## src/rtl/shift_right_iter_if.sv

```systemverilog
// Handshake and data bundle between the control unit and the iterative right shifter.
// The control unit takes the master side and the shifter takes the slave side.
interface shift_right_iter_if #(
  parameter int WIDTH   = 64,
  parameter int SHAMT_W = 6
);
  logic               start;
  logic [WIDTH-1:0]   data_in;
  logic [SHAMT_W-1:0] shamt;
  logic               arith;
  logic [WIDTH-1:0]   result;
  logic               busy;
  logic               done;

  modport master (
    output start, data_in, shamt, arith,
    input  result, busy, done
  );

  modport slave (
    input  start, data_in, shamt, arith,
    output result, busy, done
  );
endinterface

```

## src/rtl/shift_right_iter.sv

```systemverilog
// Multi-cycle SRL/SRA unit: shifts the captured operand right by one bit per clock.
// The unit is driven by a start/busy/done handshake and holds the result until the next start.
module shift_right_iter #(
  parameter int WIDTH   = 64,
  parameter int SHAMT_W = 6
) (
  input logic              clk,
  input logic              reset,
  shift_right_iter_if.slave bus
);

  typedef enum logic [1:0] {
    IDLE,
    SHIFT,
    DONE
  } state_t;

  state_t             state;
  logic [WIDTH-1:0]   result_q;
  logic [SHAMT_W-1:0] count_q;
  logic               fill_mode_q;

  // NOTE: every register in this block uses <= so all of them see pre-edge values.
  always_ff @(posedge clk) begin
    if (reset) begin
      state       <= IDLE;
      result_q    <= '0;
      count_q     <= '0;
      fill_mode_q <= 1'b0;
    end else begin
      unique case (state)
        // DONE accepts a new start exactly like IDLE, giving back-to-back operation.
        IDLE, DONE: begin
          if (bus.start) begin
            result_q    <= bus.data_in;
            count_q     <= bus.shamt;
            fill_mode_q <= bus.arith;
            state       <= (bus.shamt == '0) ? DONE : SHIFT;
          end else begin
            state <= IDLE;
          end
        end
        SHIFT: begin
          result_q <= {fill_mode_q & result_q[WIDTH-1], result_q[WIDTH-1:1]};
          count_q  <= count_q - 1'b1;
          if (count_q == SHAMT_W'(1)) begin
            state <= DONE;
          end
        end
        default: state <= IDLE;
      endcase
    end
  end

  assign bus.result = result_q;
  assign bus.busy   = (state == SHIFT);
  assign bus.done   = (state == DONE);

endmodule

```

## src/flat_wrapper.sv

```systemverilog
// flat-port wrapper written by rule: the top's interface ports become plain ports
module shift_right_iter_flat 
#(
  parameter int WIDTH   = 64,
  parameter int SHAMT_W = 6
)
  (clk, reset, bus_start, bus_data_in, bus_shamt, bus_arith, bus_result, bus_busy, bus_done);
  shift_right_iter_if #(.WIDTH(WIDTH), .SHAMT_W(SHAMT_W)) bus_i ();
  input logic clk;
  input logic reset;
  input wire logic [$bits(bus_i.start)-1:0] bus_start;
  input wire logic [$bits(bus_i.data_in)-1:0] bus_data_in;
  input wire logic [$bits(bus_i.shamt)-1:0] bus_shamt;
  input wire logic [$bits(bus_i.arith)-1:0] bus_arith;
  output wire logic [$bits(bus_i.result)-1:0] bus_result;
  output wire logic [$bits(bus_i.busy)-1:0] bus_busy;
  output wire logic [$bits(bus_i.done)-1:0] bus_done;
  assign bus_i.start = bus_start;
  assign bus_i.data_in = bus_data_in;
  assign bus_i.shamt = bus_shamt;
  assign bus_i.arith = bus_arith;
  assign bus_result = bus_i.result;
  assign bus_busy = bus_i.busy;
  assign bus_done = bus_i.done;
  shift_right_iter #(.WIDTH(WIDTH), .SHAMT_W(SHAMT_W)) u_core (.clk(clk), .reset(reset), .bus(bus_i));
endmodule
```

## config.mk

```make
export PLATFORM = sky130hd
export DESIGN_NAME = shift_right_iter_flat
export DESIGN_NICKNAME = d
export VERILOG_FILES = /design/src/rtl/shift_right_iter_if.sv /design/src/rtl/shift_right_iter.sv /design/src/flat_wrapper.sv
export SDC_FILE = /design/constraint.sdc
export NUM_CORES = 1
export LEC_CHECK = 0
export CORE_ASPECT_RATIO = 0.9
export CORE_MARGIN = 10
export CORE_UTILIZATION = 45
export DETAILED_ROUTE_END_ITERATION = 6
export MAX_ROUTING_LAYER = met4
export PLACE_DENSITY = 0.86
export SETUP_SLACK_MARGIN = 0.02
export SYNTH_ARGS = -nofsm -noshare
export SYNTH_HDL_FRONTEND = slang
export SYNTH_SLANG_ARGS = --single-unit
```

## constraint.sdc

```tcl
create_clock -name clk -period 3 [get_ports clk]
set_clock_uncertainty 0.05 [all_clocks]
set_input_delay 0.6 -clock clk [delete_from_list [all_inputs] [get_ports clk]]
set_output_delay 0.6 -clock clk [all_outputs]
set_load 0.02 [all_outputs]
```

==> impl_metrics.csv, run 1 <==
group,metric,value,unit
status,outcome,"complete, no violations",
drt,met3RoutedLength,877,um
cts,cts_tree,"yes",
floorplanning,rows,29,
pwr,total_power,2.94,mW
yosys,yosysWarnings,0,
yosys,synth_ff_type,"dfxtp_1",
drt,met2_wirelength,4.71,mm
drt,wl_per_cell,16.4,um
cts,hold_buffers,0,
drt,routed.top_layer,"met4",
drt,drt_wl_total,10.4,mm
sta,maxSlewHeadroom,52.4,%
cts,cts_buffers,9,
global_routing,antenna_found_initial,0,
global_routing,grt_pass1_wl,16.5,mm
global_routing,track_usage,18.9,%
critical_path,setup.worst_path.class,"flop to output port",
pwr,p_per_area,604,mW/mm^2
final_layout,final_core_util,69.8,%
final_layout,final_net_count,610,
yosys,seq_area_frac_synth,45.7,%
critical_path,path_max_fanout,6,
hold_path,hold_class,"flop to flop",
place,io_buffers,139,
floorplanning,die_width,109,um
place,dp.cells,616,
yosys,synth.ff_latch_count,73,
floorplanning,die_y,100,um
final_layout,area_growth,52.1,%
yosys,syn_area,0.00320,sq mm
sta,tns,0,ns
cts,cts-resized-gates,0,
floorplanning,start_util,45.9,%
critical_path,arrival,1.65,ns
place,dp.final_hpwl,7.36,mm
drt,drc_errors,0,
sta,setup_viol,0,
critical_path,r2r_slack,0.81,ns
floorplanning,core-area,0.00697,sq mm
yosys,postSynth.asyncResetShare,0,%
drt,drtIter0Drc,210,
critical_path,end_kind,"output port",
final_layout,most-common-layout-cells,"138 x clkdlybuf4s50_1, 131 x nand2_1, 73 x nor2_1, 73 x dfxtp_1, 63 x a311oi_1",
critical_path,worst_setup_path_start_kind,"flop",
job,drv_cap,0,
sta,drv_slew,0,
yosys,syn_area_per_cell,7.71,sq um
critical_path,crit_required,2.35,ns
sta,rsz0062_at_grt,"false",
cts,cts_max_path_buffers,2,
sta,worst_pin_slew,0.714,ns
sta,period_needed,2.30,ns
cts,clk_pin_slew,0.08,ns
pwr,ir_worst_vdd,0.387,mV
global_routing,grt_pass1_vias,3296,
drt,num_vias,3504,
place,place_congestion,0.793,
floorplanning,dieArea,0.0109,sq mm
place,post-place-ws,0.701,ns
drt,ant_nets,0,
yosys,synth.distinct_cells,26,
yosys,syn_nets,491,
cts,root_buffer,"clkbuf_8",
cts,clock_sinks,73,
drt,wl_met1,4.50,mm
sta,period_share,76.7,%
drt,viasPerCell,5.55,
sta,clock.fmax,435,MHz
global_routing,grt_overflow_total,0,
yosys,syn_inst,415,
final_layout,layout_commonest_cell,"clkdlybuf4s50_1",
final_layout,drive_gt1_share,4.83,%
floorplanning,num_io_pins,140,
yosys,synth_edf_count,0,
sta,fin_ws,0.700,ns
drt,firstDrtPassIters,5,
pwr,p_leak,1.83,nW
final_layout,diodes,0,
cts,ctsHtreeMaxLevel,3,
global_routing,grt_max_degree,76,
final_layout,layout.cells.non_filler,631,
sta,finalHoldViolCount,0,
final_layout,fillers,593,
cts,postCtsSetupBuffers,0,
cts,clk_latency,0.34,ns
[worst paths after layout]
path,from,endpoint,cells past startpoint
worst max-delay path,u_core.state[0],bus_busy,3
worst min-delay path,u_core.fill_mode_q,u_core.fill_mode_q,2
worst max register to register,u_core.state[0],u_core.bus.result[47],5
worst min register to register,u_core.fill_mode_q,u_core.fill_mode_q,2
[logic make-up (layout without fill, tap and decap cells)]
logic type               Yosys count  after routing  synth area share (%)
adder cells (fa/ha/maj)            2              2                 0.782
flip-flops                        73             73                  45.7
buffers and inverters             43            166                  6.10
AND/OR/NAND/NOR                  217            217                  26.7
AO/OA/AOI/OAI                     80             80                  20.7
[routing by layer]
layer | vias to the layer above | track usage [%]
li1 | 1680 | -
met1 | 1642 | 23.7
met2 | 158 | 27.9
met3 | 24 | 6.02
met4 | 0 | 6.89
met5 | - | -
[layout make-up]
class                      instances  area, sq um  share of cell area, %
multi-input combinational        299         1560                   32.1
sequential                        73         1460                   30.0
tap                               93          116                   2.39
clock buffer                      10          128                   2.62
timing repair buffer             146         1450                   29.8
clock inverter                     5          129                   2.65
inverter                           5         18.8                  0.386
[report_power, final]
part / switching, mW / internal (mW) / total [mW]
Clock: 0.367 / 0.634 / 1.00
Combinational: 0.401 / 0.364 / 0.765
Sequential: 0.0911 / 1.08 / 1.17
Total: 0.859 / 2.08 / 2.94
[synthesized netlist by cell type (2+ instances only)]
cell | instances | area, sq um
buf_2 | 21 | 105
a32oi_1 | 2 | 17.5
nand2_1 | 131 | 492
buf_4 | 2 | 15.0
inv_1 | 5 | 18.8
o21ai_0 | 2 | 10.0
a311oi_1 | 63 | 552
a21oi_1 | 7 | 35.0
nand2b_1 | 2 | 12.5
a221oi_1 | 2 | 17.5
ha_1 | 2 | 25.0
nor4_1 | 2 | 12.5
a22oi_1 | 3 | 22.5
nor2b_1 | 2 | 12.5
dfxtp_1 | 73 | 1460
nor2_1 | 73 | 274
clkbuf_1 | 12 | 45.0
buf_1 | 3 | 11.3
[stage by stage]
stage,cell area (sq um),hold slack (ns)
6_report,4860,0.428
5_1_grt,4860,0.474
4_1_cts,4860,0.425
3_5_place_dp,4610,0.412
3_3_place_gp,4610,0.403
2_1_floorplan,3200,0.382
[sequential cells by signal, indices dropped and copies added, names as in the netlist]
| signal | count |
|---|---|
| u_core.count_q | 6 |
| u_core.state | 2 |
| u_core.fill_mode_q | 1 |
| u_core.bus.result | 64 |
[critical path: stages (launching register included)]
cell	delay [ns]
dfxtp_1	0.46
nand2b_4	0.07
inv_1	0.15
clkdlybuf4s50_1	0.64
No activity file was read; power rests on OpenSTA's default activity.
==> inputs of run 2 (changes only) <==
--- a/config.mk
+++ b/config.mk
@@ -7,10 +7,10 @@
 export LEC_CHECK = 0
 export CORE_ASPECT_RATIO = 0.9
 export CORE_MARGIN = 10
-export CORE_UTILIZATION = 45
+export CORE_UTILIZATION = 42
 export DETAILED_ROUTE_END_ITERATION = 6
 export MAX_ROUTING_LAYER = met4
-export PLACE_DENSITY = 0.86
+export PLACE_DENSITY = 0.81
 export SETUP_SLACK_MARGIN = 0.02
 export SYNTH_ARGS = -nofsm -noshare
 export SYNTH_HDL_FRONTEND = slang
==> constraint.sdc (replaced) <==
create_clock -name clk -period 2.3 [get_ports clk]
set_clock_uncertainty 0.05 [all_clocks]
set_input_delay 0.46 -clock clk [delete_from_list [all_inputs] [get_ports clk]]
set_output_delay 0.46 -clock clk [all_outputs]
set_load 0.02 [all_outputs]
==> run 2 against run 1 <==
Wire length shrank 1.8%. Count of clock-buffer cells in the layout grew 1. Die area grew 5.8%. Clock power grew 12%. Combinational power grew 31%. Sequential share of layout area is essentially flat. Utilization shrank 4.7 points. Sequential power grew 30%. Worst hold slack lost 0.014 ns. Critical endpoint is now bus_done.
==> impl_metrics.csv, run 2 (synthesis gave the netlist of run 1 again) <==
group,metric,value,unit
final_layout,most-common-layout-cells,"137 x clkdlybuf4s50_1, 131 x nand2_1, 73 x nor2_1, 73 x dfxtp_1, 63 x a311oi_1",
cts,root_buffer,"clkbuf_8",
sta,tns,0,ns
cts,clk_pin_slew,0.07,ns
floorplanning,start_util,42.8,%
place,dp.cells,620,
critical_path,setup.worst_path.class,"flop to output port",
sta,period_needed,2.00,ns
hold_path,hold_class,"flop to flop",
drt,routed.top_layer,"met4",
cts,cts_max_path_buffers,2,
hold_path,hold_end,"u_core.fill_mode_q",
cts,cts-resized-gates,0,
hold_path,whs_path_depth,2,
final_layout,layout.cells.non_filler,636,
pwr,p_sw,1.12,mW
pwr,pwr-share-seq,41.8,%
drt,num_vias,3422,
sta,drv_slew,0,
pwr,p_per_area,749,mW/mm^2
final_layout,layout_commonest_cell,"clkdlybuf4s50_1",
cts,ctsHtreeMaxLevel,3,
critical_path,cp_cell_sequence,"nor2b_1 -> clkdlybuf4s50_1",
global_routing,grt_overflow_total,0,
sta,period_share,86.8,%
critical_path,reg2reg_depth,5,
floorplanning,core-area,0.00747,sq mm
sta,finalHoldViolCount,0,
critical_path,slowest_delay,0.63,ns
hold_path,min_from,"u_core.fill_mode_q",
cts,cts_buffers,9,
global_routing,antenna_found_initial,0,
drt,viasPerCell,5.38,
critical_path,worst_setup_path_start_kind,"flop",
place,dp.final_hpwl,7.37,mm
critical_path,slowest_stage,"clkdlybuf4s50_1",
drt,drt_wl_total,10.2,mm
critical_path,path_delay_family,"buffers and inverters",
critical_path,path_buf_inv,1,
sta,fin_ws,0.303,ns
critical_path,r2r_slack,0.59,ns
cts,hold_buffers,0,
sta,worst_pin_slew,0.641,ns
drt,wl_met1,4.43,mm
critical_path,end_kind,"output port",
cts,cts_tree,"yes",
critical_path,timing.rr.start,"u_core.state[0]",
sta,setup_viol,0,
pwr,clockPowerShare,30.7,%
drt,drc_errors,0,
global_routing,grt_max_degree,71,
drt,wl_per_cell,16.0,um
final_layout,final_net_count,611,
drt,met3RoutedLength,637,um
pwr,ir_worst_vdd,0.310,mV
final_layout,largest_reg_flops,64,
drt,firstDrtPassIters,4,
pwr,swShare,30.6,%
final_layout,drive_gt1_share,5.19,%
floorplanning,dieArea,0.0115,sq mm
pwr,pwr-share-comb,27.5,%
status,outcome,"complete, no violations",
cts,postCtsSetupBuffers,0,
drt,drtIter0Drc,192,
pwr,p_leak,1.84,nW
drt,ant_nets,0,
floorplanning,rows,30,
critical_path,path_max_fanout,4,
final_layout,area_growth,52.2,%
drt,met2_wirelength,4.95,mm
place,io_buffers,139,
global_routing,track_usage,17.1,%
sta,clock.fmax,501,MHz
global_routing,grt_pass1_wl,15.9,mm
critical_path,crit_required,1.79,ns
floorplanning,num_io_pins,140,
critical_path,arrival,1.49,ns
pwr,total_power,3.65,mW
sta,rsz0062_at_grt,"false",
sta,maxSlewHeadroom,57.3,%
critical_path,r2r-end,"u_core.count_q[5]",
pwr,power.internal,2.53,mW
floorplanning,die_y,103,um
place,post-place-ws,0.249,ns
final_layout,diodes,0,
job,drv_cap,0,
global_routing,grt_pass1_vias,3201,
place,place_congestion,0.812,
cts,clk_latency,0.35,ns
cts,clock_sinks,73,
floorplanning,die_width,112,um
-- run 2: cell types whose count changed in the layout (fill, tap and decap cells not counted) --
cell / before / now
clkbuf_8: 9 / 10
buf_12: 1 / 3
buf_4: 6 / 5
clkdlybuf4s50_1: 138 / 137
dlymetal6s2s_1: 0 / 1
clkinv_2: 0 / 2
bufinv_16: 4 / 2
-- run 2: worst max path at each step --
stage / from / end / slack, ns / cells past startpoint
6_report: u_core.state[0] / bus_done / 0.30 / 2
3_3_place_gp: bus_start / u_core.bus.result[57] / 0.33 / 5
5_1_grt: u_core.state[0] / bus_done / 0.25 / 2
3_5_place_dp: bus_start / u_core.bus.result[61] / 0.25 / 5
4_1_cts: u_core.state[0] / bus_busy / 0.09 / 3
2_1_floorplan: u_core.count_q[0] / u_core.count_q[5] / 0.89 / 4
-- run 2: stage by stage --
step	hold slack, ns	util, %	cell area (sq um)
2_1_floorplan	0.382	-	3200
3_3_place_gp	0.390	62.2	4640
3_5_place_dp	0.405	62.2	4640
4_1_cts	0.416	65.1	4860
5_1_grt	0.455	65.1	4870
6_report	0.414	65.1	4870
-- run 2: final cells by class --
cell class	count	area (sq um)
clock buffers	11	141
well taps	96	120
inverters	5	18.8
multi-input cells	299	1560
repair buffers	147	1490
fillers	622	2600
flip-flops and latches	73	1460
clock inverters	5	78.8
-- run 2: routing by layer --
layer / track usage (%) / vias to the layer above
li1: - / 1682
met1: 20.4 / 1593
met2: 27.8 / 130
met3: 4.71 / 17
met4: 5.26 / 0
met5: - / -
-- run 2: worst reg2reg max path, cell delays in order, from the launching register on --
cell and delay, ns:
dfxtp_1 0.46, nand2b_4 0.08, buf_4 0.31, or4_1 0.54
nand3_1 0.10, a21oi_1 0.06
-- run 2: power by group through the flow --
| stage | sequential [mW] | combinational [mW] | clock, mW |
|---|---|---|---|
| after CTS | 1.52 | 1.01 | 1.15 |
| after global placement | 1.54 | 0.992 | 0 |
| final | 1.52 | 1.00 | 1.12 |
| after global routing | 1.54 | 1.09 | 1.19 |
| after floorplan | 1.68 | 0.383 | 0 |
| after detailed placement | 1.55 | 1.01 | 0 |
==> inputs of run 3 (changes only) <==
--- a/config.mk
+++ b/config.mk
@@ -7,10 +7,11 @@
 export LEC_CHECK = 0
 export CORE_ASPECT_RATIO = 0.9
 export CORE_MARGIN = 10
-export CORE_UTILIZATION = 42
+export CORE_UTILIZATION = 46
 export DETAILED_ROUTE_END_ITERATION = 6
+export DONT_BUFFER_PORTS = 1
 export MAX_ROUTING_LAYER = met4
-export PLACE_DENSITY = 0.81
+export PLACE_DENSITY = 0.62
 export SETUP_SLACK_MARGIN = 0.02
 export SYNTH_ARGS = -nofsm -noshare
 export SYNTH_HDL_FRONTEND = slang
==> run 3 against run 2 <==
Critical path depth unchanged. Worst hold slack worse by 0.27 ns. Clock power up 21%. Final cell count down 23%. Die area down 7.1%. Sequential power up 12%. Count of clock-buffer cells in the layout unchanged. Combinational power down 57%. Via count down 16%. Sequential share of layout area up 12 points. Non-clock buffer count down 142. Largest power group unchanged.
==> impl_metrics.csv, run 3 (synthesis gave the netlist of run 1 again) <==
group,metric,value,unit
pwr,p_per_area,996,mW/mm^2
cts,clk_pin_slew,0.07,ns
final_layout,fillers,656,
drt,firstDrtPassIters,5,
global_routing,grt_pass1_vias,2717,
drt,drt_wl_total,9.14,mm
final_layout,most-common-layout-cells,"131 x nand2_1, 73 x nor2_1, 73 x dfxtp_1, 63 x a311oi_1, 11 x clkbuf_8",
drt,wl_per_cell,18.7,um
final_layout,layout_commonest_cell,"nand2_1",
sta,period_share,73.1,%
global_routing,grt_max_degree,74,
floorplanning,start_util,48.0,%
final_layout,multi_input_area,0.00156,sq mm
critical_path,slowest_delay,0.46,ns
sta,worst_pin_slew,0.608,ns
global_routing,grt_pass1_wl,14.4,mm
pwr,p_leak,1.32,nW
floorplanning,num_io_pins,140,
final_layout,seqCellArea,0.00146,sq mm
cts,clock_sinks,73,
global_routing,antenna_found_initial,0,
critical_path,worst_setup_path_start_kind,"flop",
sta,drv_slew,0,
pwr,ir_worst_vdd,0.506,mV
place,io_buffers,0,
final_layout,area_growth,9.55,%
cts,cts_buffers,9,
critical_path,r2r-end,"u_core.count_q[1]",
drt,ant_nets,0,
critical_path,crit_required,1.79,ns
final_layout,final_net_count,469,
critical_path,timing.rr.start,"u_core.state[0]",
drt,viasPerCell,5.88,
place,place_congestion,0.824,
floorplanning,core-area,0.00666,sq mm
cts,ctsHtreeMaxLevel,3,
critical_path,r2r_slack,0.75,ns
final_layout,drive_gt1_share,6.28,%
critical_path,cp_cell_sequence,"nand2b_4 -> inv_1",
pwr,total_power,3.49,mW
drt,drc_errors,0,
critical_path,cp-endpoint,"bus_busy",
status,outcome,"complete, no violations",
critical_path,reg2reg_depth,5,
floorplanning,rows,28,
final_layout,diodes,0,
cts,hold_buffers,0,
place,dp.final_hpwl,6.21,mm
sta,clock.fmax,595,MHz
cts,cts_tree,"yes",
floorplanning,die_width,108,um
hold_path,hold_class,"input pin to flop",
critical_path,slowest_stage,"dfxtp_1",
sta,rsz0062_at_grt,"false",
floorplanning,dieArea,0.0107,sq mm
cts,cts-resized-gates,0,
sta,maxSlewHeadroom,59.4,%
job,drv_cap,0,
cts,postCtsSetupBuffers,0,
global_routing,track_usage,16.9,%
final_layout,largest_reg_flops,64,
drt,drtIter0Drc,152,
sta,tns,0,ns
sta,period_needed,1.68,ns
critical_path,setup.worst_path.class,"flop to output port",
cts,root_buffer,"clkbuf_8",
sta,finalHoldViolCount,0,
drt,num_vias,2869,
global_routing,grt_overflow_total,0,
sta,setup_viol,0,
cts,clk_latency,0.34,ns
cts,cts_max_path_buffers,2,
critical_path,arrival,1.17,ns
critical_path,path_max_fanout,7,
critical_path,end_kind,"output port",
critical_path,worstSetupStartpoint,"u_core.state[0]",
floorplanning,die_y,99.1,um
[run 3: area by class of cell]
| cell class | instances | share of cell area, % |
|---|---|---|
| Clock inverter | 5 | 3.57 |
| Inverter | 5 | 0.536 |
| Multi-Input combinational cell | 299 | 44.5 |
| Sequential cell | 73 | 41.7 |
| Tap cell | 90 | 3.21 |
| Clock buffer | 11 | 4.32 |
| Timing Repair Buffer | 5 | 2.14 |
[run 3: how the worst min path moves through the flow]
stage / from / depth (start not counted) / slack (ns) / end
6_report: reset / 1 / 0.15 / u_core.bus.result[0]
5_1_grt: reset / 1 / 0.11 / u_core.bus.result[6]
4_1_cts: reset / 1 / 0.12 / u_core.bus.result[45]
3_5_place_dp: u_core.fill_mode_q / 2 / 0.39 / u_core.fill_mode_q
3_3_place_gp: u_core.fill_mode_q / 2 / 0.39 / u_core.fill_mode_q
2_1_floorplan: u_core.fill_mode_q / 2 / 0.38 / u_core.fill_mode_q
[run 3: per-stage QoR]
step	area [sq um]	util, %	cells	worst slack [ns]	hold WS (ns)
final	3500	52.6	488	0.620	0.147
after global routing	3500	52.6	488	0.517	0.106
after CTS	3500	52.6	488	0.584	0.120
after detailed placement	3230	48.5	472	0.764	0.389
after global placement	3230	48.5	472	0.790	0.388
after floorplan	3200	-	415	0.887	0.382
[run 3: worst max-delay path: cells and delay by family (launching register included)]
family | cells | cell delay, ns
and+or+nand+nor | 1 | 0.11
DFF | 1 | 0.46
buffers and inverters | 1 | 0.28
[run 3: routing by layer]
layer  up-vias  part of all wire [%]  routed length [um]  global-route usage [%]
met5         -                     0                   0                       -
met4         0                  0.93                  85                    4.21
met3         8                    12                1140                    9.68
met2       118                    45                4090                    24.3
met1      1340                    42                3820                    19.8
li1       1403                     -                   -                       -
[run 3: power breakdown]
part           leakage (nW)  internal [mW]  switching [mW]
combinational         0.576          0.173           0.258
clock                 0.140          0.888           0.464
sequential            0.604           1.41           0.300
